--- config.mk ---
export PLATFORM = sky130hd
export DESIGN_NAME = cache_fill_fsm
export DESIGN_NICKNAME = d
export VERILOG_FILES = /design/src/rtl/cache_fill_fsm.sv
export SDC_FILE = /design/constraint.sdc
export NUM_CORES = 1
export LEC_CHECK = 0
export ABC_AREA = 1
export CAP_MARGIN = 5
export CORE_MARGIN = 2
export CORE_UTILIZATION = 36
export DETAILED_ROUTE_END_ITERATION = 8
export GPL_TIMING_DRIVEN = 0
export PLACE_DENSITY = 0.82
export REMOVE_ABC_BUFFERS = 1
export SLEW_MARGIN = 20
export SYNTH_ARGS = -nofsm -noshare
export SYNTH_HDL_FRONTEND = slang
export SYNTH_SLANG_ARGS = --single-unit
--- constraint.sdc ---
create_clock -name clk -period 1.2 [get_ports clk]
set_clock_uncertainty 0.05 [all_clocks]
set_input_delay 0.24 -clock clk [delete_from_list [all_inputs] [get_ports clk]]
set_output_delay 0.24 -clock clk [all_outputs]
set_load 0.005 [all_outputs]
--- src/rtl/cache_fill_fsm.sv ---
// Miss-handling controller: on a cache miss, fetches the aligned block from main memory
// one word per request and streams returned words into the data array, writing the tag on the last.
module cache_fill_fsm #(
  parameter int ADDR_WIDTH      = 16,
  parameter int WORDS_PER_BLOCK = 8,
  parameter int OFF_W           = 3
) (
  input  logic                  clk,
  input  logic                  rst,
  input  logic                  miss_detected,
  input  logic [ADDR_WIDTH-1:0] miss_address,
  output logic                  fsm_busy,
  output logic                  memory_enable,
  output logic [ADDR_WIDTH-1:0] memory_address,
  input  logic                  memory_data_valid,
  input  logic [15:0]           memory_data_in,
  output logic                  write_data_array,
  output logic                  write_tag_array,
  output logic [OFF_W-1:0]      cache_word_offset,
  output logic [15:0]           cache_data_out
);

  localparam logic [ADDR_WIDTH-1:0] BLK_MASK = ADDR_WIDTH'(2 * WORDS_PER_BLOCK - 1);
  localparam logic [OFF_W-1:0]      LAST_OFF = OFF_W'(WORDS_PER_BLOCK - 1);

  typedef enum logic {IDLE, FILL} state_t;

  state_t                state, state_nxt;
  logic [ADDR_WIDTH-1:0] base;
  logic [OFF_W-1:0]      req_cnt;
  logic [OFF_W-1:0]      rcv_cnt;
  logic                  req_done;

  always_ff @(posedge clk or posedge rst) begin
    if (rst) begin
      state    <= IDLE;
      base     <= '0;
      req_cnt  <= '0;
      rcv_cnt  <= '0;
      req_done <= 1'b0;
    end else begin
      state <= state_nxt;
      case (state)
        IDLE: begin
          if (miss_detected) begin
            base     <= miss_address & ~BLK_MASK;
            req_cnt  <= '0;
            rcv_cnt  <= '0;
            req_done <= 1'b0;
          end
        end
        FILL: begin
          // Both counters wrap to 0 at block end, leaving them ready for the next fill.
          if (!req_done) begin
            req_cnt <= req_cnt + 1'b1;
            if (req_cnt == LAST_OFF) req_done <= 1'b1;
          end
          if (memory_data_valid) rcv_cnt <= rcv_cnt + 1'b1;
        end
        default: ;
      endcase
    end
  end

  always_comb begin
    state_nxt         = state;
    fsm_busy          = 1'b0;
    memory_enable     = 1'b0;
    memory_address    = '0;
    write_data_array  = 1'b0;
    write_tag_array   = 1'b0;
    cache_word_offset = '0;
    cache_data_out    = '0;
    case (state)
      IDLE: begin
        if (miss_detected) state_nxt = FILL;
      end
      FILL: begin
        fsm_busy          = 1'b1;
        memory_enable     = !req_done;
        // base is block-aligned, so the offset never carries out of the block.
        memory_address    = base + ADDR_WIDTH'({req_cnt, 1'b0});
        write_data_array  = memory_data_valid;
        cache_word_offset = rcv_cnt;
        cache_data_out    = memory_data_in;
        if (memory_data_valid && rcv_cnt == LAST_OFF) begin
          write_tag_array = 1'b1;
          state_nxt       = IDLE;
        end
      end
      default: state_nxt = IDLE;
    endcase
  end

endmodule

==> impl_metrics.ini, run 1 <==
[status]
outcome = complete, but fails checks
violations = negative setup slack

[drt]
drc = 0
dr.pass1.iters = 4
vias_per_cell = 4.603
vias = 1459
routed_wl_um = 4816
final_antenna_net_count = 0
initialDrtViolationCount = 40
wire_per_inst_um = 15.19

[setup_path]
start_kind = flip-flop
max_stage_delay_ns = 0.57
cp_max_fo = 7
reg2reg_slack_ns = -0.31
cp_cell_sequence = buf_6 -> buf_12 -> nand2_4 -> inv_4 -> buf_6
crit_required_ns = 0.91
cp.arrival_ns = 1.41
cpMostUsedCell = buf_6
critPathSlowestCell = dfrtp_4
critPathKind = reg -> out
crit_path_end_kind = output pin

[global_route]
grt_pass1_wl_um = 6354
first_global_vias = 1380
overflow = 0
antenna_found_initial = 0
grt_usage_pct = 23.58
grt_max_degree = 21

[cts]
cts_sinks = 20
clkLatencyLatePin_ns = 0.30
cts_hold_buf = 0
tritoncts = built
cts_made_buffers = 3
cts-htree-levels = 1
clk_pin_slew_ns = 0.12
root_buffer = clkbuf_4
clock_path_buffers = 2

[die]
start_util_pct = 38.47
rows = 20
fp.dieW_um = 61.58
fp.dieH_um = 61.58
dieArea_sq_mm = 0.003792
coreArea_sq_mm = 0.003103
pin_count = 75

[logic_synthesis]
yosysTopAreaCellShare_pct = 41.93
ys_warn_count = 0
synth_area_per_cell_sq_um = 6.940
synth.area.top_cells = dfrtp_1 42%, nand2_1 24%, inv_1 12%
syn-cell-area_sq_mm = 0.001194
synth_ff_type = dfrtp_1
async_flop_share_pct = 100.0
syn_inst = 172
synth_edf_count = 0
ys_types = 15
synth_seq_cells = 20
synth_seq_area_share_pct = 41.93
synth_most_common_cell = nand2_1
synth_commonest_cells = 76 x nand2_1, 38 x inv_1, 20 x dfrtp_1
synth.largest_area_cell = dfrtp_1

[layout]
fin_nets = 314
area_growth_pct = 115.3
instances_no_fill = 317
fillers = 193
drive_gt1_share_pct = 60.07
diodes = 0

[placed_design]
place.gp.congestion = 0.6807
io_buffers = 69
dp.cells = 276
hpwl_um = 1976

[sta]
tightestPinTransition_ns = 1.184
rsz0062_at_grt = yes
slew_headroom_pct = 21.04
min_period_ns = 1.695
finalHoldViolCount = 0
fmax_mhz = 589.9
setup_viol = 58
finalMaxSlewViolations = 0
fin_ws_ns = -0.4953
period_share_pct = 141.3

[min_path]
worstHoldPathType = in -> async

[pwr]
switchingPower_mw = 2.391
clock_power_share_pct = 7.1
power_density_mw_per_mm2 = 2231
cell_internal_pwr_mw = 3.341
p_sw_share_pct = 41.71
power_leakage_nw = 1.418
power.total_mw = 5.733
p_seq_share_pct = 24.4
pwr-share-comb_pct = 68.5
peakVddDrop_v = 0.001166

[job]
cap_violations = 0
[critical path, delay by kind of cell, from the launching register on]
kind	cells	cell delay, ns
buffers and inverters	4	0.46
DFF	1	0.57
and+or+nand+nor	1	0.08
[layout make-up]
cell class	count	area, sq um	share of cell area, %
flip-flops and latches	20	504.2	19.62
multi-input cells	106	797.0	31.01
inverters	40	167.7	6.524
well taps	44	55.05	2.142
repair buffers	103	1010	39.29
clock buffers	4	36.28	1.412
[power groups by stage]
stage / sequential, mW / combinational [mW] / clock, mW
2_1_floorplan: 1.26 / 0.956 / 0
3_3_place_gp: 1.33 / 2.10 / 0
3_5_place_dp: 1.34 / 2.13 / 0
4_1_cts: 1.29 / 3.39 / 0.409
5_1_grt: 1.45 / 4.24 / 0.461
6_report: 1.40 / 3.93 / 0.406
[placed cells by master (no fill, tap or decap)]
cell	instances
clkbuf_16	1
clkbuf_2	12
clkbuf_8	1
nand2_8	5
nand2_1	29
dfrtp_4	1
clkinv_4	1
buf_12	7
nand2_4	18
dlygate4sd2_1	1
ha_1	3
ha_2	1
clkbuf_4	3
inv_2	21
buf_4	11
clkdlybuf4s50_1	30
buf_2	11
conb_1	1
inv_4	2
nand3_1	10
nand2_2	29
nand3_2	8
dfrtp_1	19
or2_0	1
inv_8	1
inv_1	15
buf_6	30
nor2_4	1
[registers in the layout, summed over array words and instances, names as in the netlist]
register  cells
req_cnt       3
req_done      1
rcv_cnt       3
state         1
base         12
[metrics by stage]
| stage | area, sq um | setup WS [ns] | util [%] | TNS (ns) | hold WS [ns] |
|---|---|---|---|---|---|
| after floorplan | 1109 | -0.5288 | - | -18.37 | 0.1538 |
| after global placement | 1854 | -1.322 | 59.76 | -58.11 | 0.4030 |
| after detailed placement | 1856 | -0.8502 | 59.80 | -35.29 | 0.4082 |
| after CTS | 2416 | -0.5675 | 77.86 | -23.11 | 0.3377 |
| after global routing | 2570 | -0.5469 | 82.82 | -24.24 | 0.3849 |
| final | 2570 | -0.4953 | 82.82 | -21.24 | 0.3507 |
[per-layer routing]
metal	vias up	share of wire (%)	global-route usage [%]
li1	703	-	-
met1	673	35	24.64
met2	69	53	43.31
met3	14	8.9	6.092
met4	0	3.0	11.55
met5	-	0	0
[final timing paths]
| check | startpoint | endpoint | depth (start not counted) |
|---|---|---|---|
| min in group clk | miss_address[5] | base[5] | 3 |
| max in group asynchronous | rst | state | 2 |
| setup reg to reg | state | base[14] | 7 |
| hold / removal | rst | base[7] | 2 |
| hold reg to reg | req_done | req_done | 2 |
| setup / recovery | state | memory_address[12] | 5 |
[what timing repair did]
item,in CTS,in global routing
endpoints found under the hold margin,0,0
pin swaps,5,19
gates resized for setup,189,114
buffers inserted,31,7
cloned,5,2
setup endpoints to repair,58,58
[cell families (layout without fill, tap and decap cells)]
family | after synthesis | count (layout) | synth area share, %
other | 1 | 1 | 0.3142
buffers and inverters | 49 | 147 | 19.81
DFF | 20 | 20 | 41.93
and+or+nand+nor | 98 | 101 | 33.75
adders and majority gates | 4 | 4 | 4.193
Note: power is estimated with default switching activity, not from simulation.
==> run 2, diff against run 1 <==
Settings changed: PLACE_DENSITY 0.82 to 0.76.
==> impl_metrics.ini, run 2 (synthesis gave the netlist of run 1 again) <==
[die]
rows = 20
coreArea_sq_mm = 0.003103
fp.dieH_um = 61.58
dieArea_sq_mm = 0.003792
start_util_pct = 38.47
pin_count = 75
fp.dieW_um = 61.58

[layout]
largest_reg_flops = 12
layout.cells.most_common = buf_6
area_growth_pct = 126.2
final_area_sq_mm = 0.002700
fillers = 156
top_register = base
diodes = 0
final_cell_mix = 33 x buf_6, 30 x clkdlybuf4s50_1, 29 x inv_2
reg.largest.list = base: 12 flops, rcv_cnt: 3 flops, req_cnt: 3 flops
fin_nets = 305
drive_gt1_share_pct = 64.02
instances_no_fill = 308

[cts]
clock_path_buffers = 2
tritoncts = built
clk_pin_slew_ns = 0.12
cts_made_buffers = 3
cts-htree-levels = 1
clkLatencyLatePin_ns = 0.30
root_buffer = clkbuf_4
cts_sinks = 20

[drt]
routed_wl_um = 5201
wire_per_inst_um = 16.89
drc = 0
initialDrtViolationCount = 27
dr.pass1.iters = 5
final_antenna_net_count = 0
vias = 1491
vias_per_cell = 4.841

[placed_design]
io_buffers = 69
dp.cells = 276
place.gp.congestion = 0.6862
hpwl_um = 1970
postPlaceCellArea_sq_mm = 0.001856

[global_route]
overflow = 0
grt_max_degree = 21
grt_usage_pct = 23.80
first_global_vias = 1361
grt_pass1_wl_um = 6444
antenna_found_initial = 0

[setup_path]
rr_worst_depth = 7
cp_max_fo = 4
cp.arrival_ns = 1.46
start_kind = flip-flop
crit_path_end_kind = output pin
critPathKind = reg -> out
crit_required_ns = 0.91

[sta]
min_period_ns = 1.749
slew_headroom_pct = 48.02
finalMaxSlewViolations = 0
tightestPinTransition_ns = 0.7788
finalHoldViolCount = 0
fin_ws_ns = -0.5493
rsz0062_at_grt = yes
fmax_mhz = 571.6
setup_viol = 58
period_share_pct = 145.8

[status]
violations = negative setup slack
outcome = complete, but fails checks

[pwr]
power_leakage_nw = 1.431
peakVddDrop_v = 0.001418
power_density_mw_per_mm2 = 2308

[job]
cap_violations = 0

[min_path]
worstHoldPathType = in -> async
-- run 2: path summary, 6_finish.rpt --
kind                            startpoint                 end  slack (ns)
max                                  state  cache_data_out[13]       -0.55
min in group clk           miss_address[5]             base[5]        0.42
min                                    rst             base[7]        0.36
min reg2reg                        base[4]             base[4]        0.49
max in group asynchronous              rst               state        0.18
max reg2reg                          state            base[11]       -0.23
-- run 2: per-stage QoR --
| step | utilization (%) | hold slack [ns] | setup TNS (ns) | power (mW) | setup WS, ns |
|---|---|---|---|---|---|
| 2_1_floorplan | - | 0.1538 | -18.37 | 2.218 | -0.5288 |
| 3_3_place_gp | 59.76 | 0.4035 | -60.61 | 3.436 | -1.365 |
| 3_5_place_dp | 59.80 | 0.4082 | -35.07 | 3.482 | -0.8503 |
| 4_1_cts | 76.53 | 0.3452 | -19.25 | 5.041 | -0.5233 |
| 5_1_grt | 87.02 | 0.3976 | -23.08 | 6.599 | -0.5860 |
| 6_report | 87.02 | 0.3579 | -20.81 | 6.232 | -0.5493 |
-- run 2: timing repair --
action | CTS | global route
pin swaps | 21 | 9
hold buffers | 0 | 0
endpoints found under the setup margin | 58 | 58
setup buffers | 21 | 3
gates cloned | 7 | 0
gates resized for setup | 247 | 90
-- run 2: routing by layer --
| metal | vias up | wire length, um | GRT usage (%) |
|---|---|---|---|
| met4 | 0 | 117 | 8.207 |
| met1 | 712 | 1903 | 26.87 |
| li1 | 685 | - | - |
| met5 | - | 0 | 0 |
| met3 | 12 | 381 | 5.672 |
| met2 | 82 | 2799 | 43.46 |
-- run 2: critical path: stages, from the launching register on --
cell,delay (ns)
dfrtp_4,0.55
buf_12,0.15
buf_12,0.13
buf_6,0.11
nand2_2,0.05
inv_1,0.05
buf_2,0.12
-- run 2: area by class of cell --
type	count	area (sq um)	share of cell area (%)
Clock buffer	4	36.28	1.344
Inverter	40	162.7	6.024
Multi-Input combinational cell	106	879.6	32.58
Sequential cell	20	505.5	18.72
Tap cell	44	55.05	2.039
Timing Repair Buffer	94	1061	39.30
-- run 2: power by group --
group	leakage (nW)	internal [mW]	switching, mW
Clock	0.0210	0.185	0.220
Combinational	1.17	2.40	1.96
Sequential	0.245	1.02	0.446
==> run 3, diff against run 2 <==
Settings changed: CTS_CLUSTER_SIZE set to 40, GPL_ROUTABILITY_DRIVEN set to 0.
==> results of run 3 <==
No change in the layout: final DEF, timing and power equal those of run 2.
